**src/rtl/life_step_engine.sv**
```systemverilog
// One Game-of-Life (B3/S23) generation of an 8x8 board, written back one row per cycle.
// A snapshot taken on start isolates the computation from the board's own updates.
module life_step_engine #(
    parameter int unsigned WRAP  = 0,
    parameter int unsigned GEN_W = 16
) (
    input  logic             clk,
    input  logic             reset,
    input  logic             start,
    input  logic [63:0]      cells_in,
    output logic             busy,
    output logic             write,
    output logic [2:0]       row_select,
    output logic [7:0]       row_val,
    output logic             done,
    output logic             stable,
    output logic [6:0]       alive_count,
    output logic [GEN_W-1:0] gen_count
);

    localparam int DIM = 8;

    typedef enum logic [1:0] {
        IDLE = 2'd0,
        CALC = 2'd1,
        DONE = 2'd2
    } state_e;

    state_e             state_q, state_d;
    logic [63:0]        snapshot_q, snapshot_d;
    logic               write_q, write_d;
    logic [2:0]         row_select_q, row_select_d;
    logic [7:0]         row_val_q, row_val_d;
    logic               busy_q, busy_d;
    logic               done_q, done_d;
    logic               stable_q, stable_d;
    logic [6:0]         alive_q, alive_d;
    logic [GEN_W-1:0]   gen_q, gen_d;
    logic [6:0]         sum_q, sum_d;
    logic               mismatch_q, mismatch_d;

    logic [63:0]        calc_board;
    logic [2:0]         calc_row;
    logic [7:0]         new_row;
    logic [7:0]         old_row;

    // Next-generation value of row r; neighbours off the grid are dead unless WRAP.
    function automatic logic [7:0] next_row(input logic [63:0] b, input logic [2:0] r);
        logic [7:0] res;
        logic [3:0] n;
        int         rr;
        int         cc;
        res = '0;
        for (int c = 0; c < DIM; c++) begin
            n = '0;
            for (int dr = -1; dr <= 1; dr++) begin
                for (int dc = -1; dc <= 1; dc++) begin
                    if (dr != 0 || dc != 0) begin
                        rr = int'(r) + dr;
                        cc = c + dc;
                        if (WRAP != 0) begin
                            rr = rr & (DIM - 1);
                            cc = cc & (DIM - 1);
                        end
                        if (rr >= 0 && rr < DIM && cc >= 0 && cc < DIM) begin
                            n = n + 4'(b[{3'(rr), 3'(cc)}]);
                        end
                    end
                end
            end
            res[3'(c)] = (n == 4'd3) || (b[{r, 3'(c)}] && n == 4'd2);
        end
        return res;
    endfunction

    function automatic logic [6:0] popcount8(input logic [7:0] v);
        logic [6:0] p;
        p = '0;
        for (int i = 0; i < DIM; i++) begin
            p = p + 7'(v[i]);
        end
        return p;
    endfunction

    // Row 0 is computed on the start edge straight from cells_in, the rest from the snapshot.
    assign calc_board = (state_q == IDLE) ? cells_in : snapshot_q;
    assign calc_row   = (state_q == IDLE) ? 3'd0 : row_select_q + 3'd1;
    assign new_row    = next_row(calc_board, calc_row);
    assign old_row    = calc_board[{calc_row, 3'b000} +: 8];

    always_ff @(posedge clk or posedge reset) begin
        if (reset) begin
            state_q <= IDLE;
        end else begin
            state_q <= state_d;
        end
    end

    always_comb begin
        state_d = state_q;
        unique case (state_q)
            IDLE:    if (start) state_d = CALC;
            CALC:    if (row_select_q == 3'd7) state_d = DONE;
            DONE:    state_d = IDLE;
            default: state_d = IDLE;
        endcase
    end

    always_comb begin
        snapshot_d   = snapshot_q;
        write_d      = 1'b0;
        row_select_d = row_select_q;
        row_val_d    = row_val_q;
        busy_d       = (state_d != IDLE);
        done_d       = 1'b0;
        stable_d     = stable_q;
        alive_d      = alive_q;
        gen_d        = gen_q;
        sum_d        = sum_q;
        mismatch_d   = mismatch_q;
        if (state_d == CALC) begin
            write_d      = 1'b1;
            row_select_d = calc_row;
            row_val_d    = new_row;
            if (state_q == IDLE) begin
                snapshot_d = cells_in;
                sum_d      = popcount8(new_row);
                mismatch_d = (new_row != old_row);
            end else begin
                sum_d      = sum_q + popcount8(new_row);
                mismatch_d = mismatch_q | (new_row != old_row);
            end
        end
        if (state_d == DONE) begin
            done_d   = 1'b1;
            alive_d  = sum_q;
            stable_d = ~mismatch_q;
            gen_d    = gen_q + GEN_W'(1);
        end
    end

    always_ff @(posedge clk or posedge reset) begin
        if (reset) begin
            snapshot_q   <= '0;
            write_q      <= 1'b0;
            row_select_q <= '0;
            row_val_q    <= '0;
            busy_q       <= 1'b0;
            done_q       <= 1'b0;
            stable_q     <= 1'b0;
            alive_q      <= '0;
            gen_q        <= '0;
            sum_q        <= '0;
            mismatch_q   <= 1'b0;
        end else begin
            snapshot_q   <= snapshot_d;
            write_q      <= write_d;
            row_select_q <= row_select_d;
            row_val_q    <= row_val_d;
            busy_q       <= busy_d;
            done_q       <= done_d;
            stable_q     <= stable_d;
            alive_q      <= alive_d;
            gen_q        <= gen_d;
            sum_q        <= sum_d;
            mismatch_q   <= mismatch_d;
        end
    end

    assign busy        = busy_q;
    assign write       = write_q;
    assign row_select  = row_select_q;
    assign row_val     = row_val_q;
    assign done        = done_q;
    assign stable      = stable_q;
    assign alive_count = alive_q;
    assign gen_count   = gen_q;

endmodule

```
**config.mk**
```make
export PLATFORM = sky130hd
export DESIGN_NAME = life_step_engine
export DESIGN_NICKNAME = d
export VERILOG_FILES = /design/src/rtl/life_step_engine.sv
export SDC_FILE = /design/constraint.sdc
export NUM_CORES = 1
export LEC_CHECK = 0
export BUFFER_PORTS_ARGS = -buffer_cell sky130_fd_sc_hd__clkbuf_2
export CAP_MARGIN = 20
export CORE_MARGIN = 8
export CORE_UTILIZATION = 29
export DETAILED_ROUTE_END_ITERATION = 10
export PLACE_DENSITY = 0.54
export SLEW_MARGIN = 20
export SYNTH_ARGS = -nofsm -noshare
export SYNTH_HDL_FRONTEND = slang
export SYNTH_SLANG_ARGS = --single-unit
```
**constraint.sdc**
```tcl
create_clock -name clk -period 14.21 [get_ports clk]
set_input_delay 0 -clock clk [delete_from_list [all_inputs] [get_ports clk]]
set_output_delay 0 -clock clk [all_outputs]
set_load 0.03 [all_outputs]
```
======== Word level (Yosys, flattened, before mapping) ========
Index checks and enable logic that the tools add are counted.
storage, ports and cells
  flip-flop bits (word level) ............. 108
  bits in latches ......................... 0
  memory bits (writable) .................. 0
  memory bits (read-only) ................. 0
  input bits .............................. 67
  output and inout port bits .............. 38
  word-level logic and storage cells ...... 160
  memories ................................ 0
cells by class
  $add $sub $neg .......................... 32
  multiply operators ...................... 0
  div/mod/pow operators ................... 0
  magnitude comparators ................... 21
  equal/unequal tests ..................... 13
  shift-type cells ........................ 1
  mux-type cells .......................... 66
  bitwise gates (word level) .............. 2
  reductions and logical operators ........ 13
operators with widths
  cell                                                                 number
  less-than comparator 6 x 7 -> 1 bit (second input constant)          15
  2-to-1 mux 4 bit                                                     24
  adder 4 x 1 -> 4 bit                                                 21
  greater-or-equal comparator 32 x 1 -> 1 bit (second input constant)  2
  less-than comparator 32 x 5 -> 1 bit (second input constant)         2
  2-to-1 mux 64 bit                                                    1
  indexed part select 64 x 7 -> 8 bit                                  1
  binary-select mux 1 bit (select 3 bit)                               15
  == test 4 x 2 -> 1 bit (second input constant)                       8
  2-to-1 mux 1 bit                                                     21
  adder 16 x 1 -> 16 bit (second input constant)                       1
  adder 7 x 1 -> 7 bit                                                 2
  adder 1 x 1 -> 2 bit                                                 4
  != test 4 x 8 -> 1 bit                                               1
  adder 7 bit                                                          1
  logical AND 1 bit                                                    7
  2-to-1 mux 7 bit                                                     1
  adder 4 x 1 -> 5 bit (second input constant)                         1
  adder 3 x 1 -> 4 bit (second input constant)                         1
  == test 2 x 1 -> 1 bit (second input constant)                       2
  logical OR 1 bit                                                     4
  less-than comparator 3 x 4 -> 1 bit (second input constant)          1
  2-to-1 mux 2 bit                                                     2
  case mux 2 bit (2 select lines)                                      1
  other kinds (9)                                                      9

======== Longest topological paths before layout ========
  depth in word-level cells ............... 28
  gate-level depth with buffers ........... 43
  mapped depth without buffers ............ 40

======== Worst setup path after synthesis ========
OpenSTA, ideal clock, no wires.
  path type ............................... register to register
  from .................................... register row_select_q[0], in the netlist row_select[0]
  to ...................................... register sum_q[6]
  setup time .............................. 135 ps
  arrival ................................. 9085 ps
  data required time ...................... 14075 ps
  path slack .............................. 4990 ps
  cell stages (with the launch flop) ...... 40
  buffers on the path ..................... 6
  clock period less this slack ............ 9220 ps
  path through ............................ dfrtp_1 clkbuf_1 clkbuf_1 buf_2 buf_2 buf_1 nand2b_1 ha_1 ha_1 buf_1 mux4_2 and2_1 ha_1 and3_1 ha_1 ha_1 and3_1 ha_1 (+4 left out) ha_1 xor2_1 xnor3_1 nor3b_2 xor2_1 mux2i_1 a211oi_2 ha_1 inv_1 fa_1 inv_1 ha_1 fa_1 a21o_1 nand3_1 or2_2 xor2_1 nor2_1
between the ends
  cells in the longest elaborated chain, start to end .. 28
  elaborated cells between the ends (all ways) .. 119
  classes of those cells .................. add/sub: 31; order compare: 6; eq/ne: 10; mux: 61; reduce/logical: 11
ends and longest elaborated chain
  what                                                                 RTL line  RTL
  start, declared                                                      32        logic [2:0] row_select_q, row_select_d;
  start signal, assigned                                               158       row_select_q <= row_select_d;
  adder 3 x 1 -> 3 bit *                                               87        assign calc_row = (state_q == IDLE) ? 3'd0 : row_select_q + 3'd1;
  2-to-1 mux 3 bit *                                                   87
  adder 4 x 1 -> 5 bit                                                 n/a
  greater-or-equal comparator 32 x 1 -> 1 bit (tied with other cells)  n/a
  logical AND 1 bit or 2-to-1 mux 1 bit (tied branches)                n/a
  2-to-1 mux 1 bit                                                     65        if (rr >= 0 && rr < DIM && cc >= 0 && cc < DIM) begin
  adder 1 x 1 -> 2 bit                                                 66        n = n + 4'(b[{3'(rr), 3'(cc)}]);
  2-to-1 mux 4 bit                                                     65
  (+12 left out)                                                       n/a
  == test 4 x 2 -> 1 bit                                               71        res[3'(c)] = (n == 4'd3) || (b[{r, 3'(c)}] && n == 4'd2);
  logical AND 1 bit                                                    71
  logical OR 1 bit *                                                   71
  net new_row[1]                                                       44        logic [7:0] new_row;
  adder 1 x 1 -> 2 bit *                                               80        p = p + 7'(v[i]);
  adder 7 x 1 -> 7 bit * (2 in a row)                                  80
  adder 7 bit                                                          130       sum_d = sum_q + popcount8(new_row);
  2-to-1 mux 7 bit *                                                   125       if (state_q == IDLE) begin
  end signal, assigned                                                 165       sum_q <= sum_d;
  end, declared                                                        39        logic [6:0] sum_q, sum_d;
Mark *: on every way through the listed nets, which the timed path passes. The rest lies on a longest branch. The select of a mux whose other input is x is not followed.
A chain may end at the register's enable or synchronous reset.

======== Worst setup path in the final report ========
Same ends and word-level chain as after synthesis.

==> out/results.txt <==
setup slack, reg-to-reg -> 5070 ps
worst skew pair latency -> 360 ps
worst r2r path cells -> 37
max_cap viols -> 0
FFs w/ async S/R, synth -> 1.000
Post-Syn Area -> 7495 um^2
First-pass DRT Iterations -> 4
# resized after CTS -> 0
routed vias/inst -> 4.824
Synth warnings -> 0
post-layout net count -> 1,009
number of H-tree levels -> 3
area added between synthesis and finish -> 23.14%
register area share after synthesis -> 0.3606
Worst path max stage delay -> 580 ps
Tmin final -> 9142 ps
final period utilization -> 0.6434
Post-Synth Simple-Gate Area -> 0.1556
cell repeated most along the worst path -> ha_1
Worst Hold Class -> primary input to asynchronous set/reset pin
Metal-1 WL -> 9.088 mm
final hold viol count -> 0
global-route total usage across every layer -> 0.1232
post-synthesis compound-gate area fraction -> 0.08765
R2R Path Start -> row_select[0]
Antenna Nets Post-Route -> 0
Crit. End Element -> flip-flop
drt initial violations -> 252
Setup-failing EPs final -> 0
Critical Path AT -> 9360 ps
Slew headroom -> 0.4007
Synth Area in Adders -> 0.09983
clk_skew -> 10.12 ps
routed wire length per instance -> 15.28 um
vias in the first global route -> 6,074
first-pass GRT wire length -> 31.42 mm
outcome -> complete, no violations
Die W -> 176.8 um
fmax -> 109.4 MHz
unrepaired setup endpoints after global routing -> false
CTS Buf Count -> 9
CTS max path bufs -> 2
synthesized area per cell -> 10.11 um^2
pin count of the biggest net entering global routing -> 69
crit path launch -> row_select[0]
Post-CTS Hold Buffers -> 66
die footprint -> 31,240 um^2
FF+latch count, synth -> 108
grt ovf -> 0
Top Metal Used -> met4
CP startpoint kind -> flip-flop
core box area -> 25,690 um^2
reg2reg end -> sum_q[6]
DRT Wirelength -> 18.71 mm
antenna cells -> 0
number of port buffers -> 100
Initial Util -> 0.2917
die height -> 176.8 um
largest family of logic cells by synthesized area -> multiplexers
CTS tree -> done
Remaining DRCs -> 0
met3 WL -> 614 um
CTS sink cnt -> 108
Post-synth EDFFs -> 0
GPL Wtd Cong -> 0.7942
Post-DP HPWL -> 13.94 mm
fill cell count -> 2,653
synth unique cells -> 72
Post-Synth XOR/XNOR Area -> 0.05793
setup TNS -> 0 ps
post-synthesis mux area share -> 0.2005
initial antenna violation count -> 0
Critical-path top delay cell -> ha_1
Top FF cell, synth -> dfrtp_1
Worst EP required -> 14,430 ps
share of layout cells above drive strength 1 -> 0.2463
standard-cell rows -> 59
total vias in the final route -> 5,904
Syn Inst Count -> 741
clk root buf -> clkbuf_16
clock-pin slew on the worst setup and hold paths -> 80 ps
Slew Limit Fails -> 0
number of I/O pins -> 105
wire length on met2 -> 8.705 mm
Setup Fix Bufs, Post-CTS -> 0
WS Path Type -> flip-flop to flip-flop
crit-path max FO -> 49
Worst Tran Pin Value -> 899.0 ps
metrics by stage:
stage	hold slack (ps)	worst slack, ps	util	std cells	instance area, um^2
after floorplan	151.7	4990	-	744	7506
after global placement	124.7	5125	0.3222	1142	8278
after detailed placement	122.4	4980	0.3222	1142	8278
after CTS	270.6	4953	0.3592	1224	9229
after global routing	320.4	4463	0.3592	1224	9229
final	267.9	5068	0.3592	1224	9229
cell families (layout without fill, tap and decap cells):
logic type,count (synthesis),count (layout)
AOI/OAI and AO/OA,101,101
xor gates and xnor gates,44,44
adders and majority gates,58,58
buffers and inverters,63,208
DFF,108,108
muxes,117,117
other,1,4
and+or+nand+nor,249,249
placed cells by master, fill, tap and decap left out, drive strengths merged, types with 7 or more instances in the layout:
cell type and n:
nand2 126, clkbuf 110, dfrtp 108, mux2 67
dlygate4sd3 66, ha 55, o21ai 39, nor2 33
mux2i 32, xnor2 26, inv 20, nand3 19
mux4 18, a21oi 17, and3 16, xor2 15
nor3 9, nand4 9, and2 7
per-layer routing:
| layer | up-vias | global-route usage |
|---|---|---|
| li1 | 2945 | - |
| met1 | 2846 | 0.1643 |
| met2 | 94 | 0.1992 |
| met3 | 19 | 0.02240 |
| met4 | 0 | 0.03853 |
| met5 | - | 0 |
state kept, by name (all words and copies together) (netlist names):
signal and count:
alive_count 7, busy 1, done 1, gen_count 16, mismatch_q 1, row_select 3, row_val 4, snapshot_q 64
stable 1, state_q 2, sum_q 7, write 1
Yosys cell counts (5+ instances only):
library cell | number | area [um^2]
mux2i_1 | 32 | 320.3
mux4_2 | 13 | 292.8
nand4_1 | 9 | 56.30
inv_1 | 19 | 71.32
clkbuf_1 | 22 | 82.58
a21oi_1 | 17 | 85.08
ha_1 | 55 | 688.2
nor3_1 | 9 | 45.04
o21ai_0 | 38 | 190.2
nand3_1 | 18 | 90.09
nand2b_1 | 6 | 37.54
mux4_1 | 5 | 131.4
and2_1 | 7 | 43.79
and3_1 | 15 | 93.84
xor2_1 | 15 | 131.4
mux2_2 | 66 | 743.2
a22o_1 | 5 | 43.79
nor2_1 | 33 | 123.9
xnor2_1 | 25 | 219.0
buf_2 | 5 | 25.02
dfrtp_1 | 108 | 2703
nand2_1 | 126 | 473.0
buf_1 | 9 | 33.78
final cells by class:
cell class / instances / area [um^2] / area share
Clock buffer: 10 / 229.0 / 0.02481
Clock inverter: 6 / 61.31 / 0.006643
Inverter: 20 / 77.57 / 0.008406
Multi-Input combinational cell: 573 / 4532 / 0.4911
Sequential cell: 108 / 2704 / 0.2930
Tap cell: 335 / 419.2 / 0.04542
Timing Repair Buffer: 172 / 1206 / 0.1307
critical path: cells and delay by family (launching register included):
family	cells	cell delay, ps
adder cells (fa/ha/maj)	15	5100
AO/OA/AOI/OAI	7	1370
AND/OR/NAND/NOR	10	1060
multiplexers	1	530
buffers and inverters	3	410
flip-flops	1	390
XOR/XNOR	1	150
how the worst max path moves through the flow:
stage / end / slack (ps) / cells after the start
after floorplan: sum_q[6] / 4990 / 39
after global placement: sum_q[6] / 5130 / 37
after detailed placement: sum_q[6] / 4980 / 37
after CTS: sum_q[6] / 4950 / 37
after global routing: sum_q[6] / 4460 / 37
final: sum_q[6] / 5070 / 37
Power is not shown: default switching activity piles up to over one toggle a cycle in this logic, so the estimate is an artifact.
